File: config.mk
export PLATFORM = sky130hd
export DESIGN_NAME = if_fetch_unit
export DESIGN_NICKNAME = d
export VERILOG_FILES = /design/src/rtl/if_fetch_unit.sv
export SDC_FILE = /design/constraint.sdc
export NUM_CORES = 1
export LEC_CHECK = 0
export BUFFER_PORTS_ARGS = -buffer_cell sky130_fd_sc_hd__buf_4
export CAP_MARGIN = 20
export CORE_ASPECT_RATIO = 0.9
export CORE_MARGIN = 2
export CORE_UTILIZATION = 40
export CTS_CLUSTER_DIAMETER = 30
export DETAILED_ROUTE_END_ITERATION = 10
export GPL_TIMING_DRIVEN = 0
export PLACE_DENSITY_LB_ADDON = 0.1
export SLEW_MARGIN = 20
export SYNTH_ARGS = -nofsm -noshare
export SYNTH_HDL_FRONTEND = slang
export SYNTH_SLANG_ARGS = --single-unit
File: constraint.sdc
create_clock -name clk -period 2.7 [get_ports clk]
set_input_delay 0.675 -clock clk [delete_from_list [all_inputs] [get_ports clk]]
set_output_delay 0.675 -clock clk [all_outputs]
set_load 0.05 [all_outputs]
File: src/rtl/if_fetch_unit.sv
// Instruction-fetch stage: owns the PC, fetches over a req/ready
// handshake and presents {pc, inst} or a zero bubble to IF/ID.
module if_fetch_unit #(
  parameter logic [31:0] PC_RESET = 32'h0000_0000,
  parameter logic [31:0] PC_STEP  = 32'd4
) (
  input  logic        clk,
  input  logic        rst,
  input  logic        freeze,
  input  logic        branch_taken,
  input  logic [31:0] branch_addr,
  output logic        imem_req,
  output logic [31:0] imem_addr,
  input  logic        imem_ready,
  input  logic [31:0] imem_rdata,
  output logic [31:0] pc_out,
  output logic [31:0] inst_out,
  output logic        inst_valid
);

  localparam logic [1:0] IDLE  = 2'd0;
  localparam logic [1:0] REQ   = 2'd1;
  localparam logic [1:0] HOLD  = 2'd2;
  localparam logic [1:0] DRAIN = 2'd3;

  logic [1:0]  state;
  logic [31:0] pc;
  logic [31:0] target;
  logic [31:0] hold_pc;
  logic [31:0] hold_inst;

  logic st_idle, st_req, st_hold, st_drain;

  assign st_idle  = (state == IDLE);
  assign st_req   = (state == REQ);
  assign st_hold  = (state == HOLD);
  assign st_drain = (state == DRAIN);

  always_ff @(posedge clk or negedge rst) begin
    if (!rst) begin
      state     <= IDLE;
      pc        <= PC_RESET;
      target    <= '0;
      hold_pc   <= '0;
      hold_inst <= '0;
    end else begin
      unique case (1'b1)
        st_idle: state <= REQ;
        st_req: begin
          if (imem_ready && !branch_taken) begin
            hold_inst <= imem_rdata;
            hold_pc   <= pc + PC_STEP;
            state     <= HOLD;
          end else if (imem_ready) begin
            pc <= branch_addr;
          end else if (branch_taken) begin
            target <= branch_addr;
            state  <= DRAIN;
          end
        end
        st_hold: begin
          if (branch_taken) begin
            pc    <= branch_addr;
            state <= REQ;
          end else if (!freeze) begin
            pc    <= pc + PC_STEP;
            state <= REQ;
          end
        end
        st_drain: begin
          // the outstanding request keeps its address; only the
          // post-drain destination tracks the newest branch
          if (branch_taken) target <= branch_addr;
          if (imem_ready) begin
            pc    <= branch_taken ? branch_addr : target;
            state <= REQ;
          end
        end
      endcase
    end
  end

  assign imem_req   = st_req | st_drain;
  assign imem_addr  = pc;
  assign inst_valid = st_hold;
  assign pc_out     = st_hold ? hold_pc : '0;
  assign inst_out   = st_hold ? hold_inst : '0;

endmodule

==> results of run 1 <==
-- layout make-up --
| cell class | instances | area [um^2] |
|---|---|---|
| Sequential cell | 130 | 3253 |
| Inverter | 18 | 67.56 |
| Clock inverter | 5 | 102.6 |
| Fill cell | 1560 | 7774 |
| Tap cell | 211 | 264.0 |
| Buffer | 48 | 247.7 |
| Multi-Input combinational cell | 484 | 3272 |
| Timing Repair Buffer | 167 | 1304 |
| Clock buffer | 22 | 494.2 |
-- cell families after synthesis --
group | Yosys count | share of synthesized area, %
simple gates | 232 | 18.81
compound gates | 153 | 13.77
flops | 130 | 47.80
mux | 70 | 11.53
buf+inv | 67 | 4.302
xor+xnor | 28 | 3.604
fa+ha+maj | 1 | 0.1838
-- what timing repair did --
action,in CTS,in global routing
endpoints found under the setup margin,64,57
buffers inserted,1,0
gates resized for setup,15,9
endpoints found under the hold margin,0,0
-- layer usage --
metal / vias to the layer above / share of wire [%]
met5: - / 0
met4: 0 / 1.3
met3: 14 / 7.1
met2: 213 / 47
met1: 2788 / 45
li1: 2766 / -
-- state kept, by name, summed over array words and instances (netlist names) --
signal	flops
target	32
imem_addr	32
hold_inst	32
state	2
hold_pc	32
-- path summary, 6_finish.rpt --
path                                           start                        end  slack (ps)
max                             state[1]$_DFFE_PN0P_                inst_out[4]         130
max in group asynchronous                        rst   hold_inst[6]$_DFFE_PN0P_        1830
min in group clk                          imem_ready       state[1]$_DFFE_PN0P_         480
min                                              rst     target[22]$_DFFE_PN0P_         140
min reg2reg                hold_inst[27]$_DFFE_PN0P_  hold_inst[27]$_DFFE_PN0P_         490
max reg2reg                     state[0]$_DFFE_PN0P_    hold_pc[16]$_DFFE_PN0P_         300
-- per-stage QoR --
stage          utilization, %  power [mW]
2_1_floorplan               -       4.510
3_5_place_dp            49.72       5.367
6_report                53.67       7.708
3_3_place_gp            49.52       5.285
5_1_grt                 53.67       8.097
4_1_cts                 53.51       7.749
-- layout by cell type, fill, tap and decap left out, drive strengths merged, types with 3 or more instances in the layout --
| master | instances |
|---|---|
| nor4 | 3 |
| a21oi | 65 |
| o311a | 5 |
| xor2 | 8 |
| buf | 178 |
| nand4 | 7 |
| nor2 | 50 |
| mux2 | 67 |
| and4 | 3 |
| o2bb2ai | 4 |
| bufinv | 3 |
| nor3 | 11 |
| o22ai | 6 |
| nand2b | 3 |
| a22oi | 5 |
| xnor2 | 20 |
| inv | 18 |
| and3 | 15 |
| o21ai | 35 |
| nand3 | 24 |
| and2 | 64 |
| o31a | 3 |
| nand2 | 44 |
| dfrtp | 130 |
| a22o | 4 |
| a31oi | 3 |
| mux2i | 3 |
| nor2b | 3 |
| o211ai | 4 |
| clkbuf | 59 |
| o31ai | 4 |
-- power by group through the flow --
stage,Clock [mW],Sequential (mW),Combinational [mW]
floorplan,0,3.31,1.20
global placement,0,2.94,2.34
detailed placement,0,2.98,2.39
CTS,2.40,2.94,2.41
global route,2.49,3.03,2.58
finish,2.36,2.94,2.40
==> impl_metrics.json, run 1 <==
{
  "ys_seq_area_share_pct": 47.80,
  "internal-power_mw": 4.979,
  "crit_fanout": 10,
  "synth.cell_area_um2": 6805,
  "grtUsageMet1_pct": 32.42,
  "core-area_um2": 16780,
  "place_congestion": 0.9176,
  "clockRootBuffer": "clkbuf_16",
  "ys_warn_count": 0,
  "crit_arrival_ps": 1900,
  "grt_max_degree": 84,
  "final_antenna_net_count": 0,
  "grt_pass1_vias": 5616,
  "pwr-share-clk_pct": 30.7,
  "maxCapViolations": 0,
  "hp-class": "input pin to async pin",
  "cts_made_buffers": 17,
  "drc": 0,
  "leakage_nw": 4.092,
  "dp.cells": 1058,
  "setup_violations": 0,
  "min_period_over_period_pct": 95.24,
  "use_met2_pct": 35.95,
  "fin_setup_tns_ps": 0,
  "fin_ws_ps": 128.6,
  "busiest_layer": "met2",
  "cp-end-kind": "output pin",
  "pre_cts_slack_ps": -271.5,
  "synth_edf_count": 0,
  "skew_ps": 9.104,
  "holdWs_ps": 137.0,
  "synth_area_per_cell_um2": 9.993,
  "layout-drive-gt1-share_pct": 33.75,
  "clockBufferDepth": 2,
  "postPlaceCellArea_um2": 8343,
  "stdcell_count": 1085,
  "powerDensity_nw_per_um2": 855.9,
  "rsz0062_at_grt": "false",
  "switching_power_mw": 2.729,
  "wl_mm": 20.35,
  "path_delay_family": "buffers and inverters",
  "fp.dieArea_um2": 18070,
  "die_w_um": 141.5,
  "design_area_um2": 9005,
  "grt_util_all_layers_pct": 23.03,
  "clkLatencyLatePin_ps": 420,
  "die_h_um": 127.7,
  "h-tree-depth": 4,
  "io_buffers": 165,
  "hold_buffers": 0,
  "synth_area_leaders": "dfrtp_1, mux2_2, and2_1",
  "antenna_found_initial": 0,
  "async_flop_share_pct": 100.0,
  "cts.sinks": 130,
  "synth_common_cells": "dfrtp_1, mux2_2, and2_1, a21oi_1, nor2_1",
  "first_pass_iters": 6,
  "met3_usage_pct": 5.566,
  "nNetsFinal": 936,
  "critPathKind": "flop to output pin",
  "synth_top_cell_by_area": "dfrtp_1",
  "synth_ff_type": "dfrtp_1",
  "rows": 45,
  "dp_hpwl_mm": 15.19,
  "fmax_mhz": 388.9,
  "start_util_pct": 40.56,
  "finalCriticalPeriod_ps": 2571,
  "start_kind": "flop",
  "wire_per_inst_um": 18.76,
  "antenna_cells": 0,
  "first_iter_violations": 421,
  "final_max_slew_viol_count": 0,
  "vias": 5781,
  "grt_pass1_wl_mm": 31.54,
  "p_sw_share_pct": 35.41,
  "synth_seq_cells": 130,
  "tightest_slew_ps": 861.0,
  "power.share.sequential_pct": 38.2,
  "worst_path_max_delay_cell": "dfrtp_1",
  "reg2regPathDepth": 6,
  "synth_top_cell_area_share_pct": 47.80,
  "cp.required_ps": 2030,
  "yosysMostFrequentCell": "dfrtp_1",
  "syn_nets": 751,
  "comb_power_share_pct": 31.1,
  "maxSlewHeadroom_pct": 42.35,
  "cp_num_buf_inv": 5,
  "ir_drop_uv": 524.5,
  "ios": 167,
  "via_per_inst": 5.328,
  "cp_cell_sequence": "buf_2 -> nand2_2 -> inv_2 -> clkbuf_8 -> clkbuf_4 -> and2_1 -> buf_4",
  "path_clk_slew_ps": 60,
  "status": "finished, final reports clean",
  "worstSetupPathDepth": 7,
  "slowest_delay_ps": 310,
  "area_delta_synth_final_pct": 32.32,
  "cts_tree": "done",
  "grt_overflow_total": 0,
  "synth.distinct_cells": 57,
  "hold_viol_final": 0,
  "synth_cells": 681
}
Power figures use the tool's default switching activity.
==> run 2, diff against run 1 <==
Settings changed: CORE_ASPECT_RATIO 0.9 to 0.6.
==> run 2 against run 1 <==
Net effect: the flow now finishes with violations (negative setup slack); global-route usage up 0.97 points; wire length up 5.7%; sequential power about the same.
==> impl_metrics.json, run 2 (synthesis gave the netlist of run 1 again) <==
{
  "leakage_nw": 4.105,
  "antenna_found_initial": 0,
  "finalCriticalPeriod_ps": 2727,
  "hold_buffers": 0,
  "ir_drop_uv": 409.5,
  "final_antenna_net_count": 0,
  "start_kind": "flop",
  "powerDensity_nw_per_um2": 872.5,
  "fmax_mhz": 366.7,
  "wire_per_inst_um": 19.43,
  "dp.cells": 1075,
  "tightest_slew_ps": 984.6,
  "postPlaceCellArea_um2": 8364,
  "clockBufferDepth": 2,
  "cp_cell_sequence": "ha_1 -> nand3_1 -> nor3_1 -> mux2_2 -> o211ai_1 -> o21ai_0",
  "clockRootBuffer": "clkbuf_16",
  "via_per_inst": 5.415,
  "core-area_um2": 16440,
  "critPathKind": "flop to flop",
  "holdWs_ps": 118.2,
  "slowest_delay_ps": 780,
  "rows": 36,
  "stdcell_count": 1107,
  "hold_viol_final": 0,
  "first_pass_iters": 6,
  "cts_tree": "done",
  "cts.sinks": 130,
  "die_h_um": 105.0,
  "antenna_cells": 0,
  "path_clk_slew_ps": 60,
  "maxCapViolations": 0,
  "vias": 5994,
  "fp.dieArea_um2": 18110,
  "crit_fanout": 8,
  "first_iter_violations": 433,
  "grt_max_degree": 98,
  "final_max_slew_viol_count": 0,
  "endpoint": "imem_addr[16]$_DFFE_PN0P_",
  "skew_ps": 9.474,
  "fillers": 1532,
  "r2r_slack_ps": -30,
  "final_common_cell": "buf_4",
  "layout-drive-gt1-share_pct": 33.67,
  "io_buffers": 165,
  "worstSetupStartpoint": "imem_addr[2]$_DFFE_PN0P_",
  "design_area_um2": 9060,
  "cp-end-kind": "flop",
  "setup_violations": 1,
  "area_delta_synth_final_pct": 33.13,
  "cp.required_ps": 2980,
  "power_mw": 7.905,
  "grt_pass1_wl_mm": 32.66,
  "ios": 167,
  "grt_pass1_vias": 5782,
  "grt_util_all_layers_pct": 24.00,
  "drc": 0,
  "status": "finished, violations left",
  "maxSlewHeadroom_pct": 34.07,
  "worst_path_max_delay_cell": "nor3_1",
  "layout.cells.most_common_list": "buf_4, dfrtp_1, mux2_2, and2_1, a21oi_1",
  "rsz0062_at_grt": "true",
  "dp_hpwl_mm": 15.90,
  "hp-class": "input pin to async pin",
  "start_util_pct": 41.39,
  "crit_arrival_ps": 3010,
  "grt_overflow_total": 0,
  "fin_ws_ps": -27.19,
  "cts_made_buffers": 17,
  "h-tree-depth": 4,
  "nNetsFinal": 936,
  "rr_startpoint": "imem_addr[2]$_DFFE_PN0P_",
  "r2r-end": "imem_addr[16]$_DFFE_PN0P_",
  "min_period_over_period_pct": 101.0,
  "wl_mm": 21.51,
  "place_congestion": 0.8684,
  "violations": "negative setup slack",
  "clkLatencyLatePin_ps": 420,
  "die_w_um": 172.4,
  "reg2regPathDepth": 6
}
-- run 2: timing repair --
item | CTS | global route
setup buffers | 1 | 0
setup endpoints to repair | 63 | 62
gates resized for setup | 18 | 1
-- run 2: worst min-delay path by stage --
stage	end	from	depth (start not counted)	slack, ps
after global placement	target[14]$_DFFE_PN0P_	target[14]$_DFFE_PN0P_	2	470
after detailed placement	target[14]$_DFFE_PN0P_	target[14]$_DFFE_PN0P_	2	480
after global routing	target[26]$_DFFE_PN0P_	rst	1	130
final	target[26]$_DFFE_PN0P_	rst	1	120
after CTS	target[18]$_DFFE_PN0P_	rst	1	120
after floorplan	hold_inst[0]$_DFFE_PN0P_	rst	0	380
-- run 2: area by class of cell --
type                       count  area (um^2)  area share, %
tap                          228        285.3          3.149
clock buffer                  19        442.9          4.889
clock inverter                13        197.7          2.182
timing repair buffer         167         1292          14.27
sequential                   130         3253          35.91
multi-input combinational    484         3259          35.98
buffer                        48        261.5          2.886
inverter                      18        67.56         0.7458
-- run 2: worst max-delay path: cells and delay by family (launching register included) --
| family | cells | cell delay, ps |
|---|---|---|
| compound gates | 2 | 260 |
| fa+ha+maj | 1 | 310 |
| flops | 1 | 510 |
| mux | 1 | 420 |
| simple gates | 2 | 1090 |
-- run 2: layer usage --
metal	global-route usage [%]	share of wire (%)	wire (um)	vias to the layer above
li1	-	-	-	2765
met1	35.07	46	9921	2947
met2	34.40	42	9127	261
met3	8.106	11	2287	21
met4	4.862	0.82	177	0
met5	0	0	0	-
-- run 2: power breakdown --
| group | switching [mW] | internal [mW] | total (mW) |
|---|---|---|---|
| combinational | 1.50 | 0.916 | 2.41 |
| sequential | 0.440 | 2.51 | 2.95 |
| clock | 0.946 | 1.59 | 2.54 |
| total | 2.88 | 5.02 | 7.91 |
-- run 2: stage by stage --
step	utilization, %	setup slack, ps	TNS [ps]
detailed placement	50.88	-379.3	-15060
CTS	55.11	49.17	0
finish	55.11	-27.19	-27.19
floorplan	-	123.2	0
global placement	50.66	-352.5	-14040
global route	55.11	-114.2	-232.0
==> run 3, diff against run 2 <==
Settings changed: CORE_MARGIN 2 to 4.
==> run 3 against run 2 <==
Net effect: the flow now finishes without violations; final area about the same; combinational power hardly changed; global-route usage shrank 1.4 points; wire length is 1.8% higher; critical path type unchanged; sequential power about the same.
==> impl_metrics.json, run 3 (synthesis gave the netlist of run 1 again) <==
{
  "grt_overflow_total": 0,
  "ir_drop_uv": 367.0,
  "place_congestion": 0.9022,
  "clockBufferDepth": 2,
  "final_common_cell": "buf_4",
  "tightest_slew_ps": 967.1,
  "stdcell_count": 1107,
  "comb_power_share_pct": 30.7,
  "use_met2_pct": 32.06,
  "dp.cells": 1075,
  "rsz0062_at_grt": "false",
  "cp-end-kind": "flop",
  "leakage_nw": 4.107,
  "layout.cells.most_common_list": "buf_4, dfrtp_1, mux2_2, and2_1, a21oi_1",
  "seqCellArea_um2": 3253,
  "power.share.sequential_pct": 37.5,
  "rows": 36,
  "fin_setup_tns_ps": 0,
  "clockRootBuffer": "clkbuf_16",
  "setup_violations": 0,
  "design_area_um2": 9055,
  "die_h_um": 109.0,
  "ios": 167,
  "wl_mm": 21.90,
  "final_util_pct": 55.08,
  "grt_util_all_layers_pct": 22.60,
  "cp_cell_sequence": "clkbuf_4 -> o211ai_1 -> clkbuf_1 -> mux2_2",
  "reg2regPathDepth": 4,
  "r2r-end": "target[24]$_DFFE_PN0P_",
  "first_pass_iters": 5,
  "busiest_layer": "met1",
  "holdWs_ps": 205.6,
  "critPathKind": "flop to flop",
  "dp_hpwl_mm": 16.22,
  "vias": 5982,
  "switching_power_mw": 2.883,
  "h-tree-depth": 4,
  "grt_pass1_vias": 5811,
  "worst_path_max_delay_cell": "o211ai_1",
  "fin_ws_ps": 119.4,
  "cts_tree": "done",
  "powerDensity_nw_per_um2": 869.6,
  "postPlaceCellArea_um2": 8364,
  "die_w_um": 176.4,
  "met3_usage_pct": 8.108,
  "power_mw": 7.874,
  "io_buffers": 165,
  "drc": 0,
  "start_util_pct": 41.39,
  "pwr-share-clk_pct": 31.8,
  "rr_startpoint": "state[1]$_DFFE_PN0P_",
  "hp-class": "input pin to async pin",
  "antenna_found_initial": 0,
  "cp_num_buf_inv": 2,
  "clkLatencyLatePin_ps": 430,
  "antenna_cells": 0,
  "p_sw_share_pct": 36.62,
  "r2r_slack_ps": 120,
  "hold_viol_final": 0,
  "core-area_um2": 16440,
  "final_antenna_net_count": 0,
  "internal-power_mw": 4.991,
  "start_kind": "flop",
  "min_period_over_period_pct": 95.58,
  "grt_max_degree": 73,
  "hold_buffers": 0,
  "pre_cts_slack_ps": -403.1,
  "area_delta_synth_final_pct": 33.06,
  "first_iter_violations": 393,
  "status": "finished, final reports clean",
  "cts.sinks": 130,
  "layout-drive-gt1-share_pct": 34.02,
  "crit_arrival_ps": 2880,
  "skew_ps": 17.12,
  "maxCapViolations": 0,
  "cp.required_ps": 3000,
  "cts_made_buffers": 17,
  "wire_per_inst_um": 19.78,
  "path_clk_slew_ps": 60,
  "finalCriticalPeriod_ps": 2581,
  "slowest_delay_ps": 790,
  "via_per_inst": 5.404,
  "fp.dieArea_um2": 19230,
  "grt_pass1_wl_mm": 33.15,
  "fillers": 1506,
  "nNetsFinal": 936,
  "final_max_slew_viol_count": 0,
  "grtUsageMet1_pct": 33.04,
  "path_delay_family": "buffers and inverters",
  "maxSlewHeadroom_pct": 35.24,
  "fmax_mhz": 387.5,
  "multi_input_area_um2": 3269,
  "crit_fanout": 10
}
-- run 3: repair_timing --
item | in CTS | in global routing
setup buffers | 1 | 0
pin swaps | 0 | 0
setup endpoints to repair | 63 | 61
resized for setup | 14 | 9
-- run 3: worst max-delay path by stage --
stage,slack (ps),cells past startpoint,end,start
2_1_floorplan,120,6,inst_out[22],state[0]$_DFFE_PN0P_
3_3_place_gp,-340,8,pc_out[14],state[0]$_DFFE_PN0P_
3_5_place_dp,-400,8,inst_out[10],state[0]$_DFFE_PN0P_
4_1_cts,30,8,pc_out[14],state[0]$_DFFE_PN0P_
5_1_grt,3,7,inst_out[10],state[1]$_DFFE_PN0P_
6_report,120,4,target[24]$_DFFE_PN0P_,state[1]$_DFFE_PN0P_
-- run 3: final cells by class --
| class | count | share of cell area (%) |
|---|---|---|
| well taps | 228 | 3.150 |
| multi-input cells | 484 | 36.11 |
| clock buffers | 18 | 4.740 |
| flip-flops and latches | 130 | 35.93 |
| repair buffers | 167 | 14.23 |
| clock inverters | 14 | 2.225 |
| plain buffers | 48 | 2.874 |
| inverters | 18 | 0.7462 |
-- run 3: power by group through the flow --
| stage | clock network (mW) | registers, mW | logic (mW) |
|---|---|---|---|
| after floorplan | 0 | 3.31 | 1.20 |
| final | 2.51 | 2.95 | 2.41 |
| after detailed placement | 0 | 2.98 | 2.40 |
| after global placement | 0 | 2.94 | 2.34 |
| after global routing | 2.62 | 3.04 | 2.58 |
| after CTS | 2.53 | 2.95 | 2.41 |
-- run 3: metal layers --
| metal | vias up | wire [um] |
|---|---|---|
| li1 | 2776 | - |
| met1 | 2929 | 10350 |
| met2 | 253 | 9101 |
| met3 | 24 | 2195 |
| met4 | 0 | 254 |
| met5 | - | 0 |
